## config.mk

```make
export PLATFORM = sky130hd
export DESIGN_NAME = hf_miller_tx_flat
export DESIGN_NICKNAME = d
export VERILOG_FILES = /design/src/rtl/hf_miller_tx_if.sv /design/src/rtl/hf_miller_tx.sv /design/src/flat_wrapper.sv
export SDC_FILE = /design/constraint.sdc
export NUM_CORES = 1
export LEC_CHECK = 0
export ABC_CLOCK_PERIOD_IN_PS = 3600
export BUFFER_PORTS_ARGS = -buffer_cell sky130_fd_sc_hd__buf_2
export CAP_MARGIN = 15
export CORE_ASPECT_RATIO = 0.75
export CORE_UTILIZATION = 45
export CTS_CLUSTER_SIZE = 14
export DETAILED_ROUTE_END_ITERATION = 10
export PLACE_DENSITY_LB_ADDON = 0.15
export SETUP_SLACK_MARGIN = 0.05
export SLEW_MARGIN = 20
export SYNTH_ARGS = -nofsm -noshare
export SYNTH_HDL_FRONTEND = slang
export SYNTH_SLANG_ARGS = --single-unit
```

## constraint.sdc

```tcl
create_clock -name ck_1356meg -period 3.6 [get_ports ck_1356meg]
set_input_delay 0.18 -clock ck_1356meg [delete_from_list [all_inputs] [get_ports ck_1356meg]]
set_output_delay 0.18 -clock ck_1356meg [all_outputs]
set_load 0.01 [all_outputs]
```

## src/rtl/hf_miller_tx_if.sv

```systemverilog
// Byte-side handshake between the frame source and the modified-Miller encoder.
interface hf_miller_tx_if;
  logic [7:0] tx_byte;
  logic       tx_valid;
  logic       tx_ready;
  logic       tx_last;
  logic       tx_short;

  modport master (output tx_byte, tx_valid, tx_last, tx_short, input tx_ready);
  modport slave  (input tx_byte, tx_valid, tx_last, tx_short, output tx_ready);
endinterface

```

## src/rtl/hf_miller_tx.sv

```systemverilog
// ISO14443-A reader downlink modified-Miller encoder (106 kbit/s) with odd parity,
// SOF/EOF framing and a registered carrier-pause output.
module hf_miller_tx #(
  parameter int unsigned BIT_PERIOD = 128,
  parameter int unsigned PAUSE_LEN  = 32
) (
  input  logic          ck_1356meg,
  input  logic          rst,
  hf_miller_tx_if.slave tx,
  output logic          mod_pause,
  output logic          busy,
  output logic          frame_done,
  output logic          underrun
);
  localparam int unsigned PW   = (BIT_PERIOD > 1) ? $clog2(BIT_PERIOD) : 1;
  localparam int unsigned HALF = BIT_PERIOD / 2;
  localparam logic [PW-1:0] PH_LAST = PW'(BIT_PERIOD - 1);

  typedef enum logic [2:0] {S_IDLE, S_SOF, S_DATA, S_PARITY, S_EOF0, S_EOFY} state_t;
  typedef enum logic [1:0] {SEQ_Y, SEQ_Z, SEQ_X} seq_t;

  state_t        r_state, w_state_nxt;
  seq_t          r_seq, w_seq_nxt;
  logic [PW-1:0] r_phase, w_phase_nxt;
  logic          r_cur_bit, w_cur_bit_nxt;
  logic [7:0]    r_shift, w_shift_nxt;
  logic [2:0]    r_bit_cnt, w_bit_cnt_nxt;
  logic          r_par, w_par_nxt;
  logic          r_cur_last, w_cur_last_nxt;
  logic          r_cur_short, w_cur_short_nxt;
  logic [7:0]    r_hold, w_hold_nxt;
  logic          r_hold_vld, w_hold_vld_nxt;
  logic          r_hold_last, w_hold_last_nxt;
  logic          r_hold_short, w_hold_short_nxt;
  logic          r_last_acc, w_last_acc_nxt;
  logic          r_tx_ready;
  logic          r_mod_pause, r_busy, r_frame_done, r_underrun;

  logic          w_tx_ready, w_accept, w_in_short, w_in_last, w_bit_end;
  logic          w_load, w_done, w_underrun, w_pause_nxt;
  logic [7:0]    w_src_byte;
  logic          w_src_last, w_src_short;
  logic [2:0]    w_last_idx;

  // Reset masks ready so nothing is taken while rst is high.
  assign w_tx_ready  = r_tx_ready & ~rst;
  assign tx.tx_ready = w_tx_ready;
  assign w_accept    = tx.tx_valid & w_tx_ready;
  assign w_in_short  = tx.tx_short & (r_state == S_IDLE);
  assign w_in_last   = tx.tx_last | w_in_short;
  assign w_bit_end   = (r_phase == PH_LAST);
  assign w_last_idx  = r_cur_short ? 3'd6 : 3'd7;

  // A byte arriving on the load cycle bypasses the holding register.
  assign w_src_byte  = r_hold_vld ? r_hold       : tx.tx_byte;
  assign w_src_last  = r_hold_vld ? r_hold_last  : w_in_last;
  assign w_src_short = r_hold_vld ? r_hold_short : w_in_short;

  assign mod_pause  = r_mod_pause;
  assign busy       = r_busy;
  assign frame_done = r_frame_done;
  assign underrun   = r_underrun;

  function automatic seq_t enc(input logic bit_v, input logic prev);
    if (bit_v)     return SEQ_X;
    else if (prev) return SEQ_Y;
    else           return SEQ_Z;
  endfunction

  always_comb begin
    w_state_nxt      = r_state;
    w_seq_nxt        = r_seq;
    w_phase_nxt      = r_phase;
    w_cur_bit_nxt    = r_cur_bit;
    w_shift_nxt      = r_shift;
    w_bit_cnt_nxt    = r_bit_cnt;
    w_par_nxt        = r_par;
    w_cur_last_nxt   = r_cur_last;
    w_cur_short_nxt  = r_cur_short;
    w_hold_nxt       = r_hold;
    w_hold_vld_nxt   = r_hold_vld;
    w_hold_last_nxt  = r_hold_last;
    w_hold_short_nxt = r_hold_short;
    w_last_acc_nxt   = r_last_acc;
    w_load           = 1'b0;
    w_done           = 1'b0;
    w_underrun       = 1'b0;

    if (w_accept) begin
      w_hold_nxt       = tx.tx_byte;
      w_hold_vld_nxt   = 1'b1;
      w_hold_last_nxt  = w_in_last;
      w_hold_short_nxt = w_in_short;
      if (w_in_last) w_last_acc_nxt = 1'b1;
    end

    if (r_state != S_IDLE) w_phase_nxt = w_bit_end ? '0 : r_phase + PW'(1);

    case (r_state)
      S_IDLE: begin
        if (w_accept) begin
          w_state_nxt   = S_SOF;
          w_phase_nxt   = '0;
          w_seq_nxt     = SEQ_Z;
          w_cur_bit_nxt = 1'b0;
        end
      end
      S_SOF: begin
        if (w_bit_end) begin
          w_state_nxt = S_DATA;
          w_load      = 1'b1;
        end
      end
      S_DATA: begin
        if (w_bit_end) begin
          if (r_bit_cnt == w_last_idx) begin
            if (r_cur_short) begin
              w_state_nxt   = S_EOF0;
              w_seq_nxt     = enc(1'b0, r_cur_bit);
              w_cur_bit_nxt = 1'b0;
            end else begin
              w_state_nxt   = S_PARITY;
              w_seq_nxt     = enc(r_par, r_cur_bit);
              w_cur_bit_nxt = r_par;
            end
          end else begin
            w_bit_cnt_nxt = 3'(r_bit_cnt + 3'd1);
            w_shift_nxt   = {1'b0, r_shift[7:1]};
            w_seq_nxt     = enc(r_shift[1], r_cur_bit);
            w_cur_bit_nxt = r_shift[1];
          end
        end
      end
      S_PARITY: begin
        if (w_bit_end) begin
          if (!r_cur_last && (r_hold_vld || w_accept)) begin
            w_state_nxt = S_DATA;
            w_load      = 1'b1;
          end else begin
            w_state_nxt   = S_EOF0;
            w_seq_nxt     = enc(1'b0, r_cur_bit);
            w_cur_bit_nxt = 1'b0;
            w_underrun    = ~r_cur_last;
          end
        end
      end
      S_EOF0: begin
        if (w_bit_end) begin
          w_state_nxt   = S_EOFY;
          w_seq_nxt     = SEQ_Y;
          w_cur_bit_nxt = 1'b0;
        end
      end
      S_EOFY: begin
        if (w_bit_end) begin
          w_state_nxt    = S_IDLE;
          w_phase_nxt    = '0;
          w_seq_nxt      = SEQ_Y;
          w_done         = 1'b1;
          w_hold_vld_nxt = 1'b0;
          w_last_acc_nxt = 1'b0;
        end
      end
      default: begin
        w_state_nxt = S_IDLE;
        w_phase_nxt = '0;
      end
    endcase

    if (w_load) begin
      w_shift_nxt     = w_src_byte;
      w_par_nxt       = ~^w_src_byte;
      w_cur_last_nxt  = w_src_last;
      w_cur_short_nxt = w_src_short;
      w_bit_cnt_nxt   = '0;
      w_seq_nxt       = enc(w_src_byte[0], r_cur_bit);
      w_cur_bit_nxt   = w_src_byte[0];
      w_hold_vld_nxt  = 1'b0;
    end
  end

  // Pause is computed for the upcoming cycle so the registered output lines up with phase.
  always_comb begin
    w_pause_nxt = 1'b0;
    case (w_seq_nxt)
      SEQ_Z:   w_pause_nxt = (32'(w_phase_nxt) < PAUSE_LEN);
      SEQ_X:   w_pause_nxt = (32'(w_phase_nxt) >= HALF) && (32'(w_phase_nxt) < HALF + PAUSE_LEN);
      default: w_pause_nxt = 1'b0;
    endcase
    if (w_state_nxt == S_IDLE) w_pause_nxt = 1'b0;
  end

  always_ff @(posedge ck_1356meg) begin
    if (rst) begin
      r_state      <= S_IDLE;
      r_seq        <= SEQ_Y;
      r_phase      <= '0;
      r_cur_bit    <= 1'b0;
      r_shift      <= '0;
      r_bit_cnt    <= '0;
      r_par        <= 1'b0;
      r_cur_last   <= 1'b0;
      r_cur_short  <= 1'b0;
      r_hold       <= '0;
      r_hold_vld   <= 1'b0;
      r_hold_last  <= 1'b0;
      r_hold_short <= 1'b0;
      r_last_acc   <= 1'b0;
      r_tx_ready   <= 1'b1;
      r_mod_pause  <= 1'b0;
      r_busy       <= 1'b0;
      r_frame_done <= 1'b0;
      r_underrun   <= 1'b0;
    end else begin
      r_state      <= w_state_nxt;
      r_seq        <= w_seq_nxt;
      r_phase      <= w_phase_nxt;
      r_cur_bit    <= w_cur_bit_nxt;
      r_shift      <= w_shift_nxt;
      r_bit_cnt    <= w_bit_cnt_nxt;
      r_par        <= w_par_nxt;
      r_cur_last   <= w_cur_last_nxt;
      r_cur_short  <= w_cur_short_nxt;
      r_hold       <= w_hold_nxt;
      r_hold_vld   <= w_hold_vld_nxt;
      r_hold_last  <= w_hold_last_nxt;
      r_hold_short <= w_hold_short_nxt;
      r_last_acc   <= w_last_acc_nxt;
      r_tx_ready   <= ~w_hold_vld_nxt & ~w_last_acc_nxt & ~w_load;
      r_mod_pause  <= w_pause_nxt;
      r_busy       <= (w_state_nxt != S_IDLE);
      r_frame_done <= w_done;
      r_underrun   <= w_underrun;
    end
  end
endmodule

```

## src/flat_wrapper.sv

```systemverilog
// flat-port wrapper written by rule: the top's interface ports become plain ports
module hf_miller_tx_flat 
#(
  parameter int unsigned BIT_PERIOD = 128,
  parameter int unsigned PAUSE_LEN  = 32
)
  (ck_1356meg, rst, mod_pause, busy, frame_done, underrun, tx_tx_byte, tx_tx_valid, tx_tx_last, tx_tx_short, tx_tx_ready);
  hf_miller_tx_if tx_i ();
  input  logic ck_1356meg;
  input  logic rst;
  output logic mod_pause;
  output logic busy;
  output logic frame_done;
  output logic underrun;
  input wire logic [$bits(tx_i.tx_byte)-1:0] tx_tx_byte;
  input wire logic [$bits(tx_i.tx_valid)-1:0] tx_tx_valid;
  input wire logic [$bits(tx_i.tx_last)-1:0] tx_tx_last;
  input wire logic [$bits(tx_i.tx_short)-1:0] tx_tx_short;
  output wire logic [$bits(tx_i.tx_ready)-1:0] tx_tx_ready;
  assign tx_i.tx_byte = tx_tx_byte;
  assign tx_i.tx_valid = tx_tx_valid;
  assign tx_i.tx_last = tx_tx_last;
  assign tx_i.tx_short = tx_tx_short;
  assign tx_tx_ready = tx_i.tx_ready;
  hf_miller_tx #(.BIT_PERIOD(BIT_PERIOD), .PAUSE_LEN(PAUSE_LEN)) u_core (.ck_1356meg(ck_1356meg), .rst(rst), .tx(tx_i), .mod_pause(mod_pause), .busy(busy), .frame_done(frame_done), .underrun(underrun));
endmodule
```

==> impl_metrics.csv, run 1 <==
group,metric,value,unit
outcome,outcome,"finished, final reports clean",
timing,slew_violations,0,
critical_path,critPathTopFamily,"compound AO/OA/AOI/OAI gates",
critical_path,cp.required,3.78,ns
finish,multi_input_area,1430,um^2
timing,setup_ws,0.799,ns
critical_path,critPathKind,"reg2reg",
die,core_area,5040,um^2
route,drtPass1Iterations,5,
worst_hold_path,hold_class,"in2reg",
timing,hold_viol,0,
pwr,seq_power_share,0.506,
route,wl,5.39,mm
flow_run,drv_cap,0,
clocking,cts.sinks,43,
route,wl_per_cell,14.6,um
synth,synth-edff-count,0,
critical_path,crit_arrival,2.98,ns
finish,area_delta_synth_final,8.47,%
route,drc,0,
route,vias,2063,
timing,fin_worst_skew,0.00867,ns
critical_path,crit_fanout,18,
critical_path,path_buf_inv,1,
die,initial_utilization,0.484,
synth,yosysWarnings,0,
die,placementRows,22,
clocking,worst_skew_pair.late_latency,0.30,ns
timing,whs,0.0754,ns
critical_path,critPathCaptureType,"flip-flop",
global_route,grt_pass1_wl,9.27,mm
critical_path,crit_slowest_cell,"or3_1",
die,pin_count,18,
timing,final.setup.tns,0,ns
pwr,ir_worst_vdd,207,uV
critical_path,r2r_slack,0.80,ns
critical_path,max_stage_delay,0.59,ns
place,hpwl,3.74,mm
finish,diodes,0,
global_route,grt_max_degree,39,
global_route,grt_pass1_vias,1786,
die,die_w,87.0,um
place,port_buffers,17,
critical_path,startpoint_type,"flip-flop",
synth,syn_nets,304,
timing,setup_violations,0,
critical_path,path_cells,"or3_1 -> o21ai_0 -> a21oi_1 -> o31ai_1 -> inv_1 -> ha_1 -> nand2b_1 -> mux2_2 -> o21ai_0 -> nor4_1",
clocking,numCtsBuffers,5,
finish,fillCellCount,480,
synth,synth_ff_type,"dfxtp_1",
timing,max_freq,357,MHz
synth,synth_area_per_cell,8.49,um^2
synth,synthCells,287,
pwr,power.internal,0.750,mW
clocking,cts_tree,"done",
synth,syn_area,2440,um^2
synth,synth_top_area_cell,"dfxtp_1",
place,place.gp.congestion,0.895,
pwr,p_switching,0.250,mW
pwr,swShare,0.250,
clocking,cts_resized,0,
synth,async_flop_share,0,
global_route,track_usage,0.216,
global_route,gr-total-overflow,0,
clocking,cts-hold-fix-buffers,0,
route,drtIter0Drc,227,
synth,yosysSeqAreaShare,0.353,
finish,layout-drive-gt1-share,0.142,
clocking,path_clk_slew,0.08,ns
finish,stdcell_area,2640,um^2
finish,layout.nets,313,
pwr,power_density,378,nW/um^2
timing,slew_headroom,0.444,
clocking,htree_levels,2,
synth,synth_top_area_frac,0.353,
finish,seq_area,861,um^2
pwr,clkPwrFrac,0.365,
timing,tightest_slew,0.828,ns
place,postPlaceCellArea,2540,um^2
timing,period_share,0.778,
synth,synth.area.top_cells,"dfxtp_1 35%, nand2_1 5.2%, a211oi_1 4.9%",
global_route,antenna_found_initial,0,
critical_path,cp_common_cell,"o21ai_0",
clocking,cts_root_buf,"clkbuf_8",
pwr,p_leak,0.976,nW
clocking,cts.path.max_buffers,2,
pwr,power_frac_comb,0.130,
route,via_per_inst,5.61,
synth,synth.distinct_cells,58,
timing,grt_setup_unrepaired,"false",
timing,layout_min_cycle_time,2.80,ns
route,antenna_left,0,
synth,synth_seq_cells,43,
die,die_h,65.7,um
die,die-area,5720,um^2
place,place_ws,0.851,ns
clocking,cts_setup_buffers,0,
## worst paths after layout
path,from,endpoint,cells after the start
setup / recovery,u_core.r_state[2],u_core.mod_pause,10
setup reg to reg,u_core.r_state[2],u_core.mod_pause,10
hold / removal,tx_tx_byte[3],u_core.r_hold[3],3
hold reg to reg,u_core.r_shift[7],u_core.r_shift[7],2
## worst register-to-register path: cells and delay by family (launching register included)
family | cells | cell delay [ns]
simple gates | 3 | 0.80
fa+ha+maj | 1 | 0.19
compound gates | 4 | 0.83
flops | 1 | 0.49
buf+inv | 1 | 0.10
mux | 1 | 0.26
## power groups by stage
| stage | clock, mW | combinational (mW) | sequential (mW) |
|---|---|---|---|
| after floorplan | 0 | 0.0997 | 0.510 |
| after global placement | 0 | 0.128 | 0.516 |
| after detailed placement | 0 | 0.129 | 0.516 |
| after CTS | 0.375 | 0.130 | 0.505 |
| after global routing | 0.398 | 0.146 | 0.508 |
| final | 0.365 | 0.130 | 0.506 |
## flip-flops by register name, indices dropped and copies added, names as in the netlist, 2 cells and up
register	flops
u_core.r_bit_cnt	3
u_core.r_state	3
u_core.r_phase	7
u_core.r_hold	8
u_core.r_seq	2
u_core.r_shift	7
## cell families (layout without fill, tap and decap cells)
logic type | Yosys count | count (layout) | share of synthesized area
buffers and inverters | 28 | 37 | 0.0585
AOI/OAI and AO/OA | 70 | 70 | 0.208
and+or+nand+nor | 114 | 114 | 0.250
adders and majority gates | 4 | 4 | 0.0205
xor gates and xnor gates | 14 | 14 | 0.0503
DFF | 43 | 43 | 0.353
muxes | 14 | 14 | 0.0590
## area by class of cell
class | count | area share
Multi-Input combinational cell | 216 | 0.542
Sequential cell | 43 | 0.326
Timing Repair Buffer | 23 | 0.0492
Tap cell | 72 | 0.0341
Clock buffer | 6 | 0.0274
Clock inverter | 1 | 0.0114
Inverter | 7 | 0.00994
## Yosys cell counts, drive strengths merged (9+ instances only)
cell type	instances
nor2	18
nor3	15
dfxtp	43
o21ai	11
nand3b	10
clkbuf	9
mux2i	11
a21oi	19
nand2	34
buf	12
a211oi	17
## cell usage in the layout, fill, tap and decap left out, types with 6 or more instances in the layout
cell / count
a21oi_1: 18
o21ai_0: 10
nor2b_1: 8
xnor2_1: 6
buf_2: 17
a211oi_1: 16
nand3b_1: 10
buf_4: 6
mux2i_1: 11
nor2_1: 18
xor2_1: 8
dfxtp_1: 43
inv_1: 6
nand2_1: 34
nor3_1: 14
## stage by stage
stage | cells | util | total power [mW]
3_5_place_dp | 361 | 0.504 | 0.645
6_report | 368 | 0.525 | 1.00
5_1_grt | 368 | 0.525 | 1.05
4_1_cts | 368 | 0.525 | 1.01
3_3_place_gp | 361 | 0.504 | 0.644
2_1_floorplan | 287 | - | 0.610
## layer usage
| metal | wire (um) | vias to the layer above | track usage |
|---|---|---|---|
| met5 | 0 | - | 0 |
| met4 | 11 | 0 | 0.0438 |
| met3 | 392 | 2 | 0.0678 |
| met2 | 2070 | 60 | 0.265 |
| met1 | 2910 | 941 | 0.347 |
| li1 | - | 1060 | - |
Power figures use the tool's default switching activity.
==> run 2: changes to the inputs <==
--- a/config.mk
+++ b/config.mk
@@ -5,7 +5,8 @@
 export SDC_FILE = /design/constraint.sdc
 export NUM_CORES = 1
 export LEC_CHECK = 0
-export ABC_CLOCK_PERIOD_IN_PS = 3600
+export ABC_AREA = 1
+export ABC_CLOCK_PERIOD_IN_PS = 2700
 export BUFFER_PORTS_ARGS = -buffer_cell sky130_fd_sc_hd__buf_2
 export CAP_MARGIN = 15
 export CORE_ASPECT_RATIO = 0.75
==> constraint.sdc (replaced) <==
create_clock -name ck_1356meg -period 2.7 [get_ports ck_1356meg]
set_input_delay 0.135 -clock ck_1356meg [delete_from_list [all_inputs] [get_ports ck_1356meg]]
set_output_delay 0.135 -clock ck_1356meg [all_outputs]
set_load 0.01 [all_outputs]
==> impl_metrics.csv, run 2 <==
group,metric,value,unit
route,drtPass1Iterations,5,
critical_path,crit_fanout,10,
route,route.met2.wl,2.08,mm
critical_path,critPathCaptureType,"flip-flop",
synth,synth.distinct_cells,36,
route,drtIter0Drc,186,
global_route,grt_max_degree,25,
synth,synth_most_common_cell,"nand2_1",
global_route,track_usage,0.203,
route,wl_met1,2.93,mm
timing,layout_min_cycle_time,2.28,ns
pwr,ir_worst_vdd,397,uV
finish,reg_top3,"u_core.r_hold x8, u_core.r_phase x7, u_core.r_shift x7",
timing,hold_viol,0,
synth,yosysWarnings,0,
die,core_area,5350,um^2
critical_path,path_buf_inv,3,
finish,mostFrequentLayoutCells,"115 x nand2_1, 43 x dfxtp_1, 42 x inv_1",
clocking,cts_tree,"done",
route,dr.max_layer_used,"met4",
synth,synth_xor_area_frac,0.0315,
clocking,path_clk_slew,0.08,ns
finish,utilization,0.505,
global_route,antenna_found_initial,0,
synth,synth_top_family_by_area,"simple AND/OR/NAND/NOR gates",
global_route,grt_pass1_wl,9.06,mm
critical_path,startpoint_type,"flip-flop",
synth,async_flop_share,0,
synth,synth_top_area_cell,"dfxtp_1",
clocking,htree_levels,2,
place,hpwl,4.13,mm
synth,syn_nets,390,
timing,slew_headroom,0.744,
die,pin_count,18,
route,wl_met3,402,um
finish,diodes,0,
clocking,cts_root_buf,"clkbuf_8",
timing,grt_setup_unrepaired,"false",
critical_path,max_stage_delay,0.37,ns
clocking,cts.sinks,43,
finish,largest_reg_flops,8,
timing,period_share,0.843,
timing,max_freq,439,MHz
clocking,cts.path.max_buffers,2,
finish,area_delta_synth_final,8.16,%
finish,layout_commonest_cell,"nand2_1",
critical_path,crit_arrival,2.50,ns
critical_path,path_cells,"ha_1 -> inv_1 -> nor2_2 -> nand2_4 -> clkinv_4 -> nand2_1 -> nand2_1 -> nand2_1 -> o21ai_1 -> nand3_1 -> nand2_1 -> inv_1 -> ha_1 -> a21oi_1 -> nand3_1 -> nor2_1",
synth,netlist_top_cells_count,"115 x nand2_1, 43 x dfxtp_1, 42 x inv_1, 29 x nand3_1, 27 x nor2_1",
worst_hold_path,hold_class,"in2reg",
place,port_buffers,17,
synth,synth_compound_area_frac,0.118,
pwr,p_leak,1.33,nW
synth,synth.area.top_cells,"dfxtp_1 34%, nand2_1 17%, inv_1 6.3%",
route,vias,2295,
die,die-area,5860,um^2
route,wl,5.46,mm
die,initial_utilization,0.467,
finish,regMostFlops,"u_core.r_hold",
pwr,power_density,469,nW/um^2
finish,seq_area,861,um^2
outcome,outcome,"finished, final reports clean",
global_route,gr-total-overflow,0,
synth,synth_ff_type,"dfxtp_1",
clocking,cts_setup_buffers,0,
route,wl_per_cell,11.8,um
synth,synth-edff-count,0,
synth,yosysSeqAreaShare,0.345,
timing,setup_violations,0,
synth,synth_seq_cells,43,
critical_path,cp.required,2.93,ns
finish,multi_input_area,1350,um^2
timing,tightest_slew,0.383,ns
synth,synthAdderAreaFrac,0.0200,
synth,synthCells,373,
flow_run,drv_cap,0,
synth,yosys.area_share.simple,0.372,
critical_path,critPathTopFamily,"simple AND/OR/NAND/NOR gates",
finish,fillCellCount,563,
timing,final.setup.tns,0,ns
finish,layout.nets,404,
clocking,cts_resized,0,
place,place.gp.congestion,0.915,
pwr,p_total,1.27,mW
place,postPlaceCellArea,2610,um^2
critical_path,critPathKind,"reg2reg",
route,antenna_left,0,
die,die_h,66.5,um
finish,layout-drive-gt1-share,0.140,
die,die_w,88.0,um
global_route,grt_pass1_vias,1893,
clocking,worst_skew_pair.late_latency,0.29,ns
place,place_inst,455,
clocking,numCtsBuffers,5,
timing,slew_violations,0,
synth,synth_top_area_frac,0.345,
die,placementRows,23,
synth,syn_area,2500,um^2
critical_path,cp_common_cell,"nand2_1",
synth,muxShareOfSynthArea,0,
timing,fin_worst_skew,0.0101,ns
route,via_per_inst,4.97,
finish,stdcell_area,2700,um^2
critical_path,crit_slowest_cell,"dfxtp_1",
route,drc,0,
clocking,cts-hold-fix-buffers,0,
finish,instances_no_fill,462,
synth,synth_area_per_cell,6.70,um^2
run 2: through the flow:
| step | hold slack [ns] | worst slack, ns |
|---|---|---|
| floorplan | 0.245 | 0.725 |
| detailed placement | 0.357 | 0.414 |
| global placement | 0.344 | 0.507 |
| finish | 0.0547 | 0.424 |
| CTS | 0.0474 | 0.447 |
| global route | 0.0442 | 0.194 |
run 2: layer usage:
metal,GRT usage,vias to the layer above
met4,0.0444,0
met3,0.0458,6
met5,0,-
met1,0.322,1001
met2,0.270,78
li1,-,1210
run 2: final timing paths:
kind	from	to	slack [ns]	cells after the start
max	u_core.r_phase[1]	u_core.mod_pause	0.42	16
min	tx_tx_byte[2]	u_core.r_hold[2]	0.05	3
max reg2reg	u_core.r_phase[1]	u_core.mod_pause	0.42	16
min reg2reg	u_core.r_hold[0]	u_core.r_hold[0]	0.46	2
run 2: kinds of logic (layout without fill, tap and decap cells):
logic type,Yosys count,count (layout)
buffers and inverters,63,77
adders and majority gates,4,4
xor gates and xnor gates,9,9
DFF,43,43
and+or+nand+nor,200,200
AOI/OAI and AO/OA,54,54
run 2: report_power, final:
part	total [mW]	switching, mW	leakage, nW	internal (mW)
logic	0.177	0.115	0.934	0.0621
clock network	0.422	0.216	0.0477	0.206
registers	0.667	0.0132	0.349	0.654
total	1.27	0.344	1.33	0.922
run 2: layout make-up:
type | count | share of cell area
Multi-Input combinational cell | 267 | 0.500
Sequential cell | 43 | 0.319
Inverter | 51 | 0.0755
Timing Repair Buffer | 19 | 0.0370
Tap cell | 75 | 0.0347
Clock buffer | 6 | 0.0306
Clock inverter | 1 | 0.00324
run 2: tightest hold or removal path, stage by stage:
cell	delay (ns)
buf_2	0.09
nand2_1	0.05
nand2_1	0.05
==> run 3: changes to the inputs <==
--- a/config.mk
+++ b/config.mk
@@ -6,7 +6,7 @@
 export NUM_CORES = 1
 export LEC_CHECK = 0
 export ABC_AREA = 1
-export ABC_CLOCK_PERIOD_IN_PS = 2700
+export ABC_CLOCK_PERIOD_IN_PS = 1800
 export BUFFER_PORTS_ARGS = -buffer_cell sky130_fd_sc_hd__buf_2
 export CAP_MARGIN = 15
 export CORE_ASPECT_RATIO = 0.75
==> constraint.sdc (replaced) <==
create_clock -name ck_1356meg -period 1.8 [get_ports ck_1356meg]
set_input_delay 0.09 -clock ck_1356meg [delete_from_list [all_inputs] [get_ports ck_1356meg]]
set_output_delay 0.09 -clock ck_1356meg [all_outputs]
set_load 0.01 [all_outputs]
==> impl_metrics.csv, run 3 (synthesized netlist as in run 2, its figures left out) <==
group,metric,value,unit
outcome,outcome,"finished, violations left",
outcome,failed_checks,"negative hold slack, negative setup slack",
place,place_inst,495,
timing,max_freq,509,MHz
global_route,grt_pass1_wl,10.6,mm
clocking,numCtsBuffers,5,
place,place.gp.congestion,0.995,
finish,stdcell_area,3170,um^2
die,placementRows,23,
global_route,track_usage,0.237,
critical_path,startpoint_type,"flip-flop",
timing,grt_setup_unrepaired,"true",
timing,slew_violations,0,
global_route,gr-total-overflow,0,
route,antenna_left,0,
clocking,cts_root_buf,"clkbuf_8",
pwr,power_density,627,nW/um^2
route,wl,6.22,mm
clocking,cts.sinks,43,
place,hpwl,4.59,mm
route,vias,2447,
finish,mostFrequentLayoutCells,"104 x nand2_1, 42 x buf_4, 41 x dfxtp_1",
finish,layout.nets,449,
worst_hold_path,hold_class,"in2reg",
timing,slew_headroom,0.784,
global_route,antenna_found_initial,0,
pwr,p_leak,1.55,nW
critical_path,crit_fanout,5,
finish,instances_no_fill,508,
critical_path,critPathKind,"reg2reg",
pwr,ir_worst_vdd,522,uV
timing,setup_ws,-0.166,ns
critical_path,crit_arrival,2.21,ns
route,via_per_inst,4.82,
place,port_buffers,17,
die,initial_utilization,0.467,
die,die_w,88.0,um
finish,layout_commonest_cell,"nand2_1",
finish,regMostFlops,"u_core.r_hold",
die,die-area,5860,um^2
finish,reg_top3,"u_core.r_hold x8, u_core.r_phase x7, u_core.r_shift x7",
die,pin_count,18,
die,core_area,5350,um^2
timing,tightest_slew,0.321,ns
finish,layout-drive-gt1-share,0.286,
timing,whs,-0.000302,ns
flow_run,drv_cap,0,
global_route,grt_pass1_vias,2269,
finish,largest_reg_flops,8,
clocking,cts_tree,"done",
finish,area_delta_synth_final,26.9,%
clocking,worst_skew_pair.late_latency,0.31,ns
global_route,grt_max_degree,24,
timing,period_share,1.09,
worst_hold_path,whs_path_depth,3,
timing,layout_min_cycle_time,1.97,ns
die,die_h,66.5,um
timing,setup_violations,1,
finish,diodes,0,
timing,hold_viol,1,
critical_path,critPathCaptureType,"flip-flop",
route,drc,0,
route,drtIter0Drc,152,
timing,fin_worst_skew,0.00895,ns
route,drtPass1Iterations,4,
clocking,htree_levels,2,
route,wl_per_cell,12.2,um
place,place_ws,-0.162,ns
place,postPlaceCellArea,2940,um^2
critical_path,cp.required,2.05,ns
clocking,path_clk_slew,0.09,ns
clocking,cts.path.max_buffers,2,
critical_path,reg2reg_depth,14,
==> run 3: changes by cell type in the layout (fill, tap and decap cells not counted), sizes merged <==
cell,previous run,this run
buf,19,62
clkinvlp,0,2
dlygate4sd3,0,2
clkbuf,6,5
==> run 3: routing by layer <==
layer	track usage	vias to the layer above	wire, um
met5	0	-	0
met1	0.346	1089	3290
met3	0.0520	8	342
met4	0.0625	0	82
met2	0.350	56	2500
li1	-	1294	-
==> run 3: path summary, 6_finish.rpt <==
| check | startpoint | endpoint | slack (ns) |
|---|---|---|---|
| min reg2reg | u_core.r_hold[6] | u_core.r_hold[6] | 0.45 |
| max | u_core.r_phase[0] | u_core.mod_pause | -0.17 |
| max reg2reg | u_core.r_phase[0] | u_core.mod_pause | -0.17 |
| min | tx_tx_byte[1] | u_core.r_hold[1] | -0.0003 |
==> run 3: worst max-delay path, stage by stage, from the launching register on <==
cell,delay [ns]
dfxtp_4,0.37
ha_4,0.16
inv_4,0.05
nor2_4,0.03
nand2_4,0.12
clkinv_4,0.09
buf_6,0.12
o211ai_1,0.22
nand3_1,0.14
nand2_2,0.10
inv_2,0.05
ha_4,0.20
a21oi_2,0.09
nand3_1,0.08
nor2_1,0.09
==> run 3: report_power, final <==
part | total, mW | switching, mW | internal [mW]
logic | 0.328 | 0.197 | 0.131
registers | 0.997 | 0.0164 | 0.981
clock network | 0.664 | 0.386 | 0.278
total | 1.99 | 0.599 | 1.39
==> run 3: per-stage QoR <==
stage               hold WS, ns  power, mW  utilization  setup TNS [ns]
finish                -0.000302       1.99        0.592          -0.166
global route             0.0128       2.08        0.592          -0.464
CTS                    0.000714       1.98        0.571          -0.189
detailed placement        0.302       1.32        0.549          -0.162
global placement          0.305       1.32        0.549         -0.0970
floorplan                 0.200       1.23            -         -0.0499
==> run 3: cell type report <==
cell class	instances	area (um^2)
sequential	43	866
clock buffer	5	68.8
timing repair buffer	64	454
multi-input combinational	267	1460
tap	75	93.8
clock inverter	3	23.8
inverter	51	206
fill	513	2180
==> run 3: what timing repair did <==
action	in CTS	in global routing
setup buffers	0	3
hold endpoints to repair	2	0
pin swaps	0	10
hold buffers	2	0
cloned	0	0
resized for setup	2	27
endpoints found under the setup margin	1	12
